### src/rtl/ef_pkg.sv
// Shared types and constants for the extremum scheduler slice.
package ef_pkg;

  typedef enum logic [1:0] {
    IDLE  = 2'd0,
    START = 2'd1,
    RUN   = 2'd2,
    LATCH = 2'd3
  } ef_state_t;

  localparam logic CH_A = 1'b0;
  localparam logic CH_B = 1'b1;

  localparam logic [15:0] EF_MAX_POS = 16'h7FFF;
  localparam logic [15:0] EF_MAX_NEG = 16'h8000;

  localparam int TIMEOUT_MARGIN = 16;

endpackage

### src/rtl/extremum_scheduler_if.sv
// ADC stream input and finder-core handshake grouped for the scheduler.
// slave = scheduler side, master = stream source / finder core side.
interface extremum_scheduler_if #(
  parameter int AXIS_TDATA_WIDTH = 32
);
  localparam int W = AXIS_TDATA_WIDTH / 2;

  logic                        S_AXIS_tvalid;
  logic [AXIS_TDATA_WIDTH-1:0] S_AXIS_tdata;
  logic                        S_AXIS_tready;

  logic                        CORE_start;
  logic [4:0]                  CORE_log_count;
  logic [2:0]                  CORE_shift;
  logic                        CORE_tvalid;
  logic [W-1:0]                CORE_tdata;
  logic                        CORE_done;
  logic [W-1:0]                CORE_lower;
  logic [W-1:0]                CORE_upper;

  modport slave (
    input  S_AXIS_tvalid, S_AXIS_tdata, CORE_done, CORE_lower, CORE_upper,
    output S_AXIS_tready, CORE_start, CORE_log_count, CORE_shift,
           CORE_tvalid, CORE_tdata
  );

  modport master (
    output S_AXIS_tvalid, S_AXIS_tdata, CORE_done, CORE_lower, CORE_upper,
    input  S_AXIS_tready, CORE_start, CORE_log_count, CORE_shift,
           CORE_tvalid, CORE_tdata
  );

endinterface

### src/rtl/ef_rr_select.sv
// Round-robin channel pick: first enabled channel after last_ch, and whether
// serving last_ch completes the pass given the channels already served.
module ef_rr_select
  import ef_pkg::*;
(
  input  logic [1:0] mask,
  input  logic       last_ch,
  input  logic [1:0] served,
  output logic       next_ch,
  output logic       last_in_pass
);

  logic [1:0] served_now;

  always_comb begin
    if (last_ch == CH_A) next_ch = mask[CH_B] ? CH_B : CH_A;
    else                 next_ch = mask[CH_A] ? CH_A : CH_B;
    served_now   = served | (2'b01 << last_ch);
    last_in_pass = ((served_now & mask) == mask);
  end

endmodule

### src/rtl/extremum_scheduler.sv
// Time-shares one extremum-finder core between ADC channels A/B in round-robin.
// Optional RUN watchdog: define EF_TIMEOUT_EN.
//   state | meaning
//   IDLE  | waiting for enable with a non-empty mask
//   START | CORE_start pulse, shadow settings stable
//   RUN   | forwarding selected channel to the core
//   LATCH | writing captured thresholds, choosing next window
module extremum_scheduler
  import ef_pkg::*;
#(
  parameter int AXIS_TDATA_WIDTH = 32
) (
  input  logic                            aclk,
  input  logic                            areset,
  input  logic                            CFG_enable,
  input  logic                            CFG_single,
  input  logic [1:0]                      CFG_mask,
  input  logic [4:0]                      CFG_log_count,
  input  logic [2:0]                      CFG_shift,
  extremum_scheduler_if.slave             bus,
  output logic [AXIS_TDATA_WIDTH/2-1:0]   EF_lower_a,
  output logic [AXIS_TDATA_WIDTH/2-1:0]   EF_upper_a,
  output logic [AXIS_TDATA_WIDTH/2-1:0]   EF_lower_b,
  output logic [AXIS_TDATA_WIDTH/2-1:0]   EF_upper_b,
  output logic [1:0]                      EF_valid,
  output logic                            EF_busy,
  output logic                            EF_pass_done,
  output logic                            EF_timeout
);

  localparam int W = AXIS_TDATA_WIDTH / 2;
  localparam logic [W-1:0] LOWER_RST = W'(EF_MAX_POS);
  localparam logic [W-1:0] UPPER_RST = W'(EF_MAX_NEG);

  ef_state_t  state;
  logic       sel_ch;
  logic [1:0] served;
  logic       pass_hold;
  logic [4:0] shadow_log;
  logic [2:0] shadow_shift;
  logic       core_start;
  logic [W-1:0] lo_cap, hi_cap;
  logic       rr_next, rr_last;
  logic [W-1:0] sample_sel;

`ifdef EF_TIMEOUT_EN
  logic        timeout_q;
  logic [32:0] wd_cnt;
`endif

  ef_rr_select u_rr (
    .mask         (CFG_mask),
    .last_ch      (sel_ch),
    .served       (served),
    .next_ch      (rr_next),
    .last_in_pass (rr_last)
  );

  always_ff @(posedge aclk or posedge areset) begin
    if (areset) begin
      state        <= IDLE;
      sel_ch       <= CH_B;
      served       <= 2'b00;
      pass_hold    <= 1'b0;
      shadow_log   <= '0;
      shadow_shift <= '0;
      core_start   <= 1'b0;
      lo_cap       <= '0;
      hi_cap       <= '0;
      EF_lower_a   <= LOWER_RST;
      EF_upper_a   <= UPPER_RST;
      EF_lower_b   <= LOWER_RST;
      EF_upper_b   <= UPPER_RST;
      EF_valid     <= 2'b00;
      EF_pass_done <= 1'b0;
`ifdef EF_TIMEOUT_EN
      timeout_q    <= 1'b0;
      wd_cnt       <= '0;
`endif
    end else begin
      core_start   <= 1'b0;
      EF_pass_done <= 1'b0;
      // a finished single pass stays parked until enable is seen low
      if (!CFG_enable) pass_hold <= 1'b0;
      case (state)
        IDLE: begin
          served <= 2'b00;
          if (CFG_enable && (CFG_mask != 2'b00) && !pass_hold) begin
            sel_ch       <= rr_next;
            shadow_log   <= CFG_log_count;
            shadow_shift <= CFG_shift;
            core_start   <= 1'b1;
            state        <= START;
          end
        end
        START: begin
`ifdef EF_TIMEOUT_EN
          wd_cnt <= (33'd1 << shadow_log) + 33'(TIMEOUT_MARGIN - 1);
`endif
          state <= RUN;
        end
        RUN: begin
          if (bus.CORE_done) begin
            lo_cap       <= bus.CORE_lower;
            hi_cap       <= bus.CORE_upper;
            // decided here so the pulse sits in the LATCH cycle
            EF_pass_done <= CFG_single && rr_last;
            state        <= LATCH;
          end
`ifdef EF_TIMEOUT_EN
          else if (wd_cnt == '0) begin
            timeout_q <= 1'b1;
            state     <= IDLE;
          end else begin
            wd_cnt <= wd_cnt - 33'd1;
          end
`endif
        end
        LATCH: begin
          if (sel_ch == CH_A) begin
            EF_lower_a <= lo_cap;
            EF_upper_a <= hi_cap;
          end else begin
            EF_lower_b <= lo_cap;
            EF_upper_b <= hi_cap;
          end
          EF_valid[sel_ch] <= 1'b1;
          if (EF_pass_done) begin
            pass_hold <= 1'b1;
            state     <= IDLE;
          end else if (!CFG_enable || (CFG_mask == 2'b00)) begin
            state <= IDLE;
          end else begin
            served       <= rr_last ? 2'b00 : (served | (2'b01 << sel_ch));
            sel_ch       <= rr_next;
            shadow_log   <= CFG_log_count;
            shadow_shift <= CFG_shift;
            core_start   <= 1'b1;
            state        <= START;
          end
        end
        default: state <= IDLE;
      endcase
    end
  end

  assign sample_sel = (sel_ch == CH_B) ? bus.S_AXIS_tdata[AXIS_TDATA_WIDTH-1:W]
                                       : bus.S_AXIS_tdata[W-1:0];

  assign bus.S_AXIS_tready  = 1'b1;
  assign bus.CORE_start     = core_start;
  assign bus.CORE_log_count = shadow_log;
  assign bus.CORE_shift     = shadow_shift;
  assign bus.CORE_tvalid    = (state == RUN) & bus.S_AXIS_tvalid;
  assign bus.CORE_tdata     = (state == RUN) ? sample_sel : '0;
  assign EF_busy            = (state != IDLE);

`ifdef EF_TIMEOUT_EN
  assign EF_timeout = timeout_q;
`else
  assign EF_timeout = 1'b0;
`endif

endmodule

### src/flat_wrapper.sv
// flat-port wrapper written by rule: the top's interface ports become plain ports
module extremum_scheduler_flat import ef_pkg::*;
#(
  parameter int AXIS_TDATA_WIDTH = 32
)
  (aclk, areset, CFG_enable, CFG_single, CFG_mask, CFG_log_count, CFG_shift, EF_lower_a, EF_upper_a, EF_lower_b, EF_upper_b, EF_valid, EF_busy, EF_pass_done, EF_timeout, bus_S_AXIS_tvalid, bus_S_AXIS_tdata, bus_CORE_done, bus_CORE_lower, bus_CORE_upper, bus_S_AXIS_tready, bus_CORE_start, bus_CORE_log_count, bus_CORE_shift, bus_CORE_tvalid, bus_CORE_tdata);
  extremum_scheduler_if #(.AXIS_TDATA_WIDTH(AXIS_TDATA_WIDTH)) bus_i ();
  input  logic aclk;
  input  logic areset;
  input  logic CFG_enable;
  input  logic CFG_single;
  input  logic [1:0] CFG_mask;
  input  logic [4:0] CFG_log_count;
  input  logic [2:0] CFG_shift;
  output logic [AXIS_TDATA_WIDTH/2-1:0] EF_lower_a;
  output logic [AXIS_TDATA_WIDTH/2-1:0] EF_upper_a;
  output logic [AXIS_TDATA_WIDTH/2-1:0] EF_lower_b;
  output logic [AXIS_TDATA_WIDTH/2-1:0] EF_upper_b;
  output logic [1:0] EF_valid;
  output logic EF_busy;
  output logic EF_pass_done;
  output logic EF_timeout;
  input wire logic [$bits(bus_i.S_AXIS_tvalid)-1:0] bus_S_AXIS_tvalid;
  input wire logic [$bits(bus_i.S_AXIS_tdata)-1:0] bus_S_AXIS_tdata;
  input wire logic [$bits(bus_i.CORE_done)-1:0] bus_CORE_done;
  input wire logic [$bits(bus_i.CORE_lower)-1:0] bus_CORE_lower;
  input wire logic [$bits(bus_i.CORE_upper)-1:0] bus_CORE_upper;
  output wire logic [$bits(bus_i.S_AXIS_tready)-1:0] bus_S_AXIS_tready;
  output wire logic [$bits(bus_i.CORE_start)-1:0] bus_CORE_start;
  output wire logic [$bits(bus_i.CORE_log_count)-1:0] bus_CORE_log_count;
  output wire logic [$bits(bus_i.CORE_shift)-1:0] bus_CORE_shift;
  output wire logic [$bits(bus_i.CORE_tvalid)-1:0] bus_CORE_tvalid;
  output wire logic [$bits(bus_i.CORE_tdata)-1:0] bus_CORE_tdata;
  assign bus_i.S_AXIS_tvalid = bus_S_AXIS_tvalid;
  assign bus_i.S_AXIS_tdata = bus_S_AXIS_tdata;
  assign bus_i.CORE_done = bus_CORE_done;
  assign bus_i.CORE_lower = bus_CORE_lower;
  assign bus_i.CORE_upper = bus_CORE_upper;
  assign bus_S_AXIS_tready = bus_i.S_AXIS_tready;
  assign bus_CORE_start = bus_i.CORE_start;
  assign bus_CORE_log_count = bus_i.CORE_log_count;
  assign bus_CORE_shift = bus_i.CORE_shift;
  assign bus_CORE_tvalid = bus_i.CORE_tvalid;
  assign bus_CORE_tdata = bus_i.CORE_tdata;
  extremum_scheduler #(.AXIS_TDATA_WIDTH(AXIS_TDATA_WIDTH)) u_core (.aclk(aclk), .areset(areset), .CFG_enable(CFG_enable), .CFG_single(CFG_single), .CFG_mask(CFG_mask), .CFG_log_count(CFG_log_count), .CFG_shift(CFG_shift), .bus(bus_i), .EF_lower_a(EF_lower_a), .EF_upper_a(EF_upper_a), .EF_lower_b(EF_lower_b), .EF_upper_b(EF_upper_b), .EF_valid(EF_valid), .EF_busy(EF_busy), .EF_pass_done(EF_pass_done), .EF_timeout(EF_timeout));
endmodule
### config.mk
export PLATFORM = sky130hd
export DESIGN_NAME = extremum_scheduler_flat
export DESIGN_NICKNAME = d
export VERILOG_FILES = /design/src/rtl/ef_pkg.sv /design/src/rtl/extremum_scheduler_if.sv /design/src/rtl/ef_rr_select.sv /design/src/rtl/extremum_scheduler.sv /design/src/flat_wrapper.sv
export SDC_FILE = /design/constraint.sdc
export NUM_CORES = 1
export LEC_CHECK = 0
export BUFFER_PORTS_ARGS = -buffer_cell sky130_fd_sc_hd__buf_2
export CORE_UTILIZATION = 50
export CTS_BUF_LIST = sky130_fd_sc_hd__clkbuf_8
export DETAILED_ROUTE_END_ITERATION = 10
export GPL_ROUTABILITY_DRIVEN = 0
export PLACE_DENSITY_LB_ADDON = 0.1
export SETUP_SLACK_MARGIN = 0.5
export SLEW_MARGIN = 20
export SYNTH_ARGS = -nofsm -noshare
export SYNTH_HDL_FRONTEND = slang
export SYNTH_SLANG_ARGS = --single-unit
### constraint.sdc
create_clock -name aclk -period 3.87 [get_ports aclk]
set_input_delay 0.387 -clock aclk [delete_from_list [all_inputs] [get_ports aclk]]
set_output_delay 0.387 -clock aclk [all_outputs]
set_load 0.005 [all_outputs]
==> out/metrics.yaml, run 1 <==
setup_path:
  crit_fanout: 21
  arrival_ns: 2.62
  crit_slowest_cell: "nor2b_4"
  r2r_setup_slack_ns: 1.58
  cp_top_family: "simple AND/OR/NAND/NOR gates"
  slowest_delay_ns: 0.77
  path_buf_inv: 1
  cp_cell_sequence: "ha_1, nor2b_4, buf_4, mux2_4"
  crit_path_end_kind: "flip-flop"
  crit_required_ns: 4.21
  timing_worst_setup_path_type: "flip-flop to flip-flop"
  worstSetupStartpointType: "flip-flop"
synth:
  yosysWarnings: 0
  syn_avg_cell_area_um2: 15.4
  netlist_area_mm2: 0.00486
  synth_cell_types: 39
  synth-seq-cells: 114
  synth_fp_nets: 400
  synthCells: 316
  ys_seq_area_share_pct: 59.5
timing:
  fin_worst_skew_ns: 0.00978
  worst_slew_margin_rel_pct: 39.0
  period_needed_ns: 2.29
  rsz0062_at_grt: "no"
  finalMaxSlewViolations: 0
  hold_viol: 0
  fmax_ghz: 0.438
  setup_viol: 0
  worst_pin_slew_ns: 0.912
  hold_ws_ns: 0.111
  period_share_pct: 59.0
  setup_tns_ns: 0
drt:
  drcViolationCount: 0
  dr.first_iter.drc_count: 66
  viasPerCell: 4.92
  postRouteAntennaNets: 0
  firstDrtPassIters: 4
  wl_per_cell_um: 15.3
  vias: 3131
  wl_um: 9730
global_routing:
  grt_antenna_before_repair: 0
  overflow: 0
  grt_max_degree: 92
  grt_use_total_pct: 20.1
  grt_pass1_wl_um: 15500
  grt_pass1_vias: 3248
die:
  die_y_um: 101
  die-width_um: 101
  initial_core_util_pct: 52.1
  core_mm2: 0.00933
  dieArea_mm2: 0.0101
  rows: 35
  io_pins: 176
clocking:
  ctsHoldBuffers: 0
  cts_setup_buffers: 0
  cts_resized: 0
  cts_root_buf: "clkbuf_8"
  clk_pin_slew_ns: 0.08
  clk_latency_ns: 0.41
  cts_buffer_depth: 2
  cts_tree: "built"
  cts_htree_levels: 4
  numCtsBuffers: 17
  cts.sinks: 114
placed_design:
  place_area_mm2: 0.00578
  portBuffers: 173
  dp_hpwl_um: 6580
run:
  maxCapViolations: 0
finish:
  layout_common_cells: "buf_2 (173), dfrtp_1 (81), mux2_2 (77)"
  num-fill-cells: 743
  syn_to_final_growth_pct: 26.7
  antennaDiodeCount: 0
  final_common_cell: "buf_2"
  final_area_mm2: 0.00616
  nets: 579
  drive_above_1_share_pct: 69.7
power:
  leakage_nw: 3.01
  ir_worst_vdd_uv: 440
  power.density_mw_per_mm2: 863
status:
  status: "finished, final reports clean"
hold_path:
  hp-class: "input pin to asynchronous set/reset pin"
-- layer usage --
| layer | up-vias | wire length, µm | track usage (%) |
|---|---|---|---|
| li1 | 1456 | - | - |
| met2 | 105 | 4690 | 32.8 |
| met1 | 1555 | 4280 | 24.4 |
| met5 | - | 0 | 0 |
| met3 | 15 | 601 | 6.87 |
| met4 | 0 | 153 | 8.36 |
-- power by group --
part	internal (mW)	switching (mW)
Sequential	1.91	0.392
Combinational	1.21	0.769
Clock	0.531	0.504
-- logic make-up (layout without fill, tap and decap cells) --
kind of cell / count (synthesis) / after routing / synth area share [%]
buf+inv: 21 / 213 / 3.24
simple gates: 40 / 40 / 4.12
other cells: 2 / 2 / 0.154
fa+ha+maj: 4 / 4 / 1.03
flops: 114 / 114 / 59.5
mux: 121 / 121 / 29.8
compound gates: 14 / 14 / 2.16
-- cell type report --
type,instances,area (µm²),share of cell area [%]
clock buffers,18,248,4.02
clock inverters,14,133,2.15
inverters,6,27.5,0.447
multi-input cells,181,1820,29.5
flip-flops and latches,114,2890,47.0
well taps,129,161,2.62
repair buffers,175,881,14.3
-- per-stage QoR --
| step | instances | utilization [%] | power, mW | setup slack (ns) |
|---|---|---|---|---|
| 3_3_place_gp | 605 | 62.0 | 4.25 | 1.61 |
| 6_report | 637 | 66.1 | 5.32 | 1.58 |
| 5_1_grt | 637 | 66.1 | 5.68 | 1.43 |
| 4_1_cts | 637 | 66.0 | 5.39 | 1.55 |
| 3_5_place_dp | 605 | 62.0 | 4.33 | 1.55 |
| 2_1_floorplan | 316 | - | 3.62 | 0.522 |
-- worst paths after layout --
check | to | from | cells after the start
min in group aclk | u_core.hi_cap[5] | bus_CORE_upper[5] | 2
setup / recovery | u_core.EF_lower_a[1] | u_core.state[1] | 4
hold / removal | u_core.EF_upper_b[8] | areset | 2
setup reg to reg | u_core.EF_lower_a[1] | u_core.state[1] | 4
max in group asynchronous | u_core.EF_lower_b[7] | areset | 3
hold reg to reg | u_core.EF_valid[1] | u_core.EF_valid[1] | 1
-- synth_stat cells --
cell type / n / area, µm²
a21o_1: 1 / 7.51
a21oi_1: 2 / 10.0
a22o_1: 1 / 8.76
and2_1: 1 / 6.26
buf_12: 3 / 60.1
buf_2: 6 / 30.0
buf_4: 4 / 30.0
buf_6: 1 / 11.3
clkbuf_1: 1 / 3.75
conb_1: 2 / 7.51
dfrtp_1: 81 / 2030
dfstp_2: 33 / 867
ha_1: 4 / 50.1
inv_1: 5 / 18.8
inv_2: 1 / 3.75
mux2_2: 77 / 867
mux2_4: 28 / 420
mux2i_1: 16 / 160
nand2_1: 8 / 30.0
nand2_2: 1 / 6.26
nand2b_1: 1 / 6.26
nand3_1: 1 / 5.00
nand3b_1: 1 / 7.51
nand4b_1: 1 / 8.76
nor2_1: 17 / 63.8
nor2_4: 1 / 11.3
nor2b_1: 2 / 12.5
nor2b_2: 1 / 8.76
nor3_1: 2 / 10.0
nor3b_1: 1 / 7.51
nor4bb_1: 1 / 10.0
o211ai_2: 1 / 12.5
o21a_1: 1 / 7.51
o21ai_0: 3 / 15.0
o21ai_2: 1 / 8.76
o221ai_1: 2 / 17.5
o22a_1: 1 / 8.76
o41ai_1: 1 / 8.76
or2_2: 1 / 6.26
-- registers in the layout, indices dropped and copies added (netlist names) --
register                   flops
u_core.served                  2
u_core.bus.CORE_log_count      5
u_core.EF_pass_done            1
u_core.hi_cap                 16
u_core.EF_valid                2
u_core.lo_cap                 16
u_core.bus.CORE_start          1
u_core.state                   2
u_core.EF_lower_b             16
u_core.sel_ch                  1
u_core.EF_upper_a             16
u_core.bus.CORE_shift          3
u_core.EF_lower_a             16
u_core.EF_upper_b             16
u_core.pass_hold               1
(Power assumes the default switching activity.)
==> inputs of run 2 (changes only) <==
--- a/config.mk
+++ b/config.mk
@@ -5,6 +5,7 @@
 export SDC_FILE = /design/constraint.sdc
 export NUM_CORES = 1
 export LEC_CHECK = 0
+export ABC_AREA = 1
 export BUFFER_PORTS_ARGS = -buffer_cell sky130_fd_sc_hd__buf_2
 export CORE_UTILIZATION = 50
 export CTS_BUF_LIST = sky130_fd_sc_hd__clkbuf_8
==> constraint.sdc (replaced) <==
create_clock -name aclk -period 2.4 [get_ports aclk]
set_input_delay 0.24 -clock aclk [delete_from_list [all_inputs] [get_ports aclk]]
set_output_delay 0.24 -clock aclk [all_outputs]
set_load 0.005 [all_outputs]
==> run 2 against run 1 <==
  * Clock power up 120%
  * Area after synthesis decreased by 2.7%
  * Register-to-register slack worse by 0.85 ns
  * Wire length rose by 9.3%
  * Global-route usage is 2.6 points higher
  * Sequential power grew 50%
  * Clock-buffer cell count increased by 3
  * Critical path depth rose by 2
  * Die area decreased by 2.6%
  * Via count is 25% higher
  * Critical path type is now flip-flop to output port
  * Largest power group unchanged
  * Highest routed layer unchanged
==> out/metrics.yaml, run 2 <==
status:
  status: "finished, final reports clean"  # unchanged
setup_path:
  slowest_delay_ns: 0.42  # was 0.77 ns
  crit_slowest_cell: "dfrtp_1"  # was nor2b_4
  crit_path_end_kind: "output port"  # was flip-flop
  arrival_ns: 1.60  # was 2.62 ns
  cp_cell_sequence: "inv_2, ha_4, buf_6, o21ai_0, nor2_1, buf_2"  # was ha_1, nor2b_4, buf_4, mux2_4
  crit_fanout: 11  # was 21
  crit_required_ns: 2.16  # was 4.21 ns
  worstSetupStartpointType: "flip-flop"  # unchanged
  timing_worst_setup_path_type: "flip-flop to output port"  # was flip-flop to flip-flop
power:
  ir_worst_vdd_uv: 640  # was 440 µV
  clock_power_share_pct: 26.1  # was 19.5%
  power.density_mw_per_mm2: 1420  # was 863 mW/mm²
  power_mw: 8.76  # was 5.32 mW
  combPwrFrac_pct: 34.4  # was 37.2%
  power_switching_mw: 2.93  # was 1.67 mW
  p_seq_share_pct: 39.5  # was 43.3%
  swShare_pct: 33.4  # was 31.3%
  internal_power_mw: 5.83  # was 3.65 mW
  leakage_nw: 3.34  # was 3.01 nW
global_routing:
  grt_pass1_vias: 3758  # was 3248
  use_met2_pct: 36.3  # was 32.8%
  grt_busiest_layer: "met2"  # unchanged
  grt_use_total_pct: 22.7  # was 20.1%
  grtUsageMet3_pct: 7.38  # was 6.87%
  grt_max_degree: 75  # was 92
  grt_antenna_before_repair: 0  # unchanged
  gr-usage-met1_pct: 28.5  # was 24.4%
  grt_pass1_wl_um: 17300  # was 15500 µm
  overflow: 0  # unchanged
placed_design:
  dp_hpwl_um: 7250  # was 6580 µm
  portBuffers: 173  # unchanged
  place_area_mm2: 0.00560  # was 0.00578 mm²
  dp_slack_ns: 0.450  # was 1.55 ns
drt:
  vias: 3906  # was 3131
  firstDrtPassIters: 5  # was 4
  wl_per_cell_um: 13.3  # was 15.3 µm
  postRouteAntennaNets: 0  # unchanged
  dr.first_iter.drc_count: 157  # was 66
  wl_um: 10600  # was 9730 µm
  viasPerCell: 4.88  # was 4.92
  drcViolationCount: 0  # unchanged
synth:
  synth_area_leaders: "dfrtp_1 (43%), dfstp_2 (18%), nand2_1 (7.9%), o21ai_0 (6.1%), nor2_1 (5.2%)"  # was dfrtp_1 (42%), dfstp_2 (18%), mux2_2 (18%), mux2_4 (8.6%), mux2i_1 (3.3%)
  async_flop_share_pct: 100  # unchanged
  synth_top_cell_area_share_pct: 42.8  # was 41.7%
  yosysTopAreaCell: "dfrtp_1"  # unchanged
  synth-compound-area-share_pct: 12.7  # was 2.16%
  ys_seq_area_share_pct: 61.1  # was 59.5%
  synth-seq-cells: 114  # unchanged
  syn_avg_cell_area_um2: 9.41  # was 15.4 µm²
  synthCells: 503  # was 316
  synth_edf_count: 0  # unchanged
  synth-adder-area-share_pct: 1.06  # was 1.03%
  synth_fp_nets: 587  # was 400
  netlist_area_mm2: 0.00473  # was 0.00486 mm²
  synth_xor_area_share_pct: 0  # unchanged
  yosysWarnings: 0  # unchanged
  synth_ff_type: "dfrtp_1"  # unchanged
  yosysMostFrequentCell: "nand2_1"  # was dfrtp_1
  synth_top_family_by_area: "simple AND/OR/NAND/NOR gates"  # was multiplexers
  yosys.area_share.simple_pct: 16.2  # was 4.12%
  synth_mux_area_share_pct: 0  # was 29.8%
  synth_commonest_cells: "nand2_1 (100), dfrtp_1 (81), nor2_1 (66)"  # was dfrtp_1 (81), mux2_2 (77), dfstp_2 (33)
  synth_cell_types: 25  # was 39
die:
  core_mm2: 0.00920  # was 0.00933 mm²
  dieArea_mm2: 0.00986  # was 0.0101 mm²
  die_y_um: 99.3  # was 101 µm
  io_pins: 176  # unchanged
  die-width_um: 99.3  # was 101 µm
  initial_core_util_pct: 51.5  # was 52.1%
  rows: 35  # unchanged
clocking:
  cts_tree: "built"  # unchanged
  clk_pin_slew_ns: 0.07  # was 0.08 ns
  cts_buffer_depth: 2  # unchanged
  cts.sinks: 114  # unchanged
  cts_root_buf: "clkbuf_8"  # unchanged
  cts_htree_levels: 4  # unchanged
  clk_latency_ns: 0.41  # about the same
  numCtsBuffers: 17  # unchanged
timing:
  hold_viol: 0  # unchanged
  period_share_pct: 76.5
  setup_viol: 0  # unchanged
  fmax_ghz: 0.544
  setup_slack_ns: 0.563  # was 1.58 ns
  rsz0062_at_grt: "yes"  # was no
  finalMaxSlewViolations: 0  # unchanged
  period_needed_ns: 1.84
  setup_tns_ns: 0  # unchanged
  fin_worst_skew_ns: 0.0110  # was 0.00978 ns
finish:
  antennaDiodeCount: 0  # unchanged
  nets: 760  # was 579
  final_area_mm2: 0.00618  # was 0.00616 mm²
  final_common_cell: "buf_2"  # unchanged
  drive_above_1_share_pct: 38.2  # was 69.7%
  layout_common_cells: "buf_2 (173), nand2_1 (97), dfrtp_1 (81)"  # was buf_2 (173), dfrtp_1 (81), mux2_2 (77)
  syn_to_final_growth_pct: 30.5  # was 26.7%
run:
  maxCapViolations: 0  # unchanged
hold_path:
  hp-class: "input pin to flip-flop"  # was input pin to asynchronous set/reset pin
==> run 2: cell types whose count changed after synthesis, sizes merged, moves of 16 or more <==
cell	delta
mux2	-105
nand2	+96
o21ai	+80
nor2	+48
inv	+40
a21oi	+31
mux2i	-16
==> run 2: layer usage <==
| layer | routed length, µm | up-vias | share of wire, % |
|---|---|---|---|
| li1 | - | 1935 | - |
| met4 | 209 | 0 | 2.0 |
| met2 | 5040 | 124 | 47 |
| met5 | 0 | - | 0 |
| met3 | 664 | 21 | 6.2 |
| met1 | 4730 | 1826 | 44 |
==> run 2: cell families (layout without fill, tap and decap cells) <==
group           Yosys count  after routing
buf+inv                  76            262
fa+ha+maj                 4              4
flops                   114            114
other cells               2              2
simple gates            188            188
compound gates          119            119
==> run 2: cell type report <==
type / count / area, µm²
fillers: 774 / 3020
flip-flops and latches: 114 / 2890
multi-input cells: 313 / 1460
repair buffers: 184 / 992
clock buffers: 21 / 289
clock inverters: 11 / 231
inverters: 46 / 176
well taps: 111 / 139
==> run 2: through the flow <==
stage          hold slack [ns]  instances  util [%]
2_1_floorplan            0.368        503         -
3_3_place_gp             0.158        764      60.9
3_5_place_dp             0.160        764      60.9
4_1_cts                 0.0324        799      67.0
5_1_grt                 0.0308        800      67.2
6_report                0.0517        800      67.2
==> run 2: worst max-delay path: cells and delay by family (launching register included) <==
kind,cells,cell delay (ns)
buffers and inverters,3,0.38
AOI/OAI and AO/OA,1,0.08
adders and majority gates,1,0.19
and+or+nand+nor,1,0.10
DFF,1,0.42
==> run 2: power groups by stage <==
stage	clock network [mW]	logic, mW	registers, mW
detailed placement	0	2.96	3.50
global placement	0	2.84	3.48
floorplan	0	1.84	3.49
CTS	2.33	3.04	3.46
finish	2.29	3.01	3.46
global route	2.43	3.47	3.57
==> run 2: worst paths after layout <==
kind                                             to  slack, ns  cells after the start               start
max reg2reg                    u_core.EF_lower_b[6]       0.73                      4     u_core.state[1]
max in group asynchronous      u_core.EF_lower_a[2]       1.48                      4              areset
min reg2reg                      u_core.EF_valid[0]       0.46                      2  u_core.EF_valid[0]
max                               bus_CORE_tdata[6]       0.56                      6     u_core.state[0]
min in group asynchronous      u_core.EF_upper_b[9]       0.28                      3              areset
min                        u_core.bus.CORE_shift[0]       0.05                      3        CFG_shift[0]
==> run 2: repair_timing <==
action                                  CTS  global route
endpoints found under the hold margin    32             0
setup buffers                             2             1
gates resized for setup                   3             4
hold buffers                              1             0
endpoints found under the setup margin   24            18
pin swaps                                 0             1
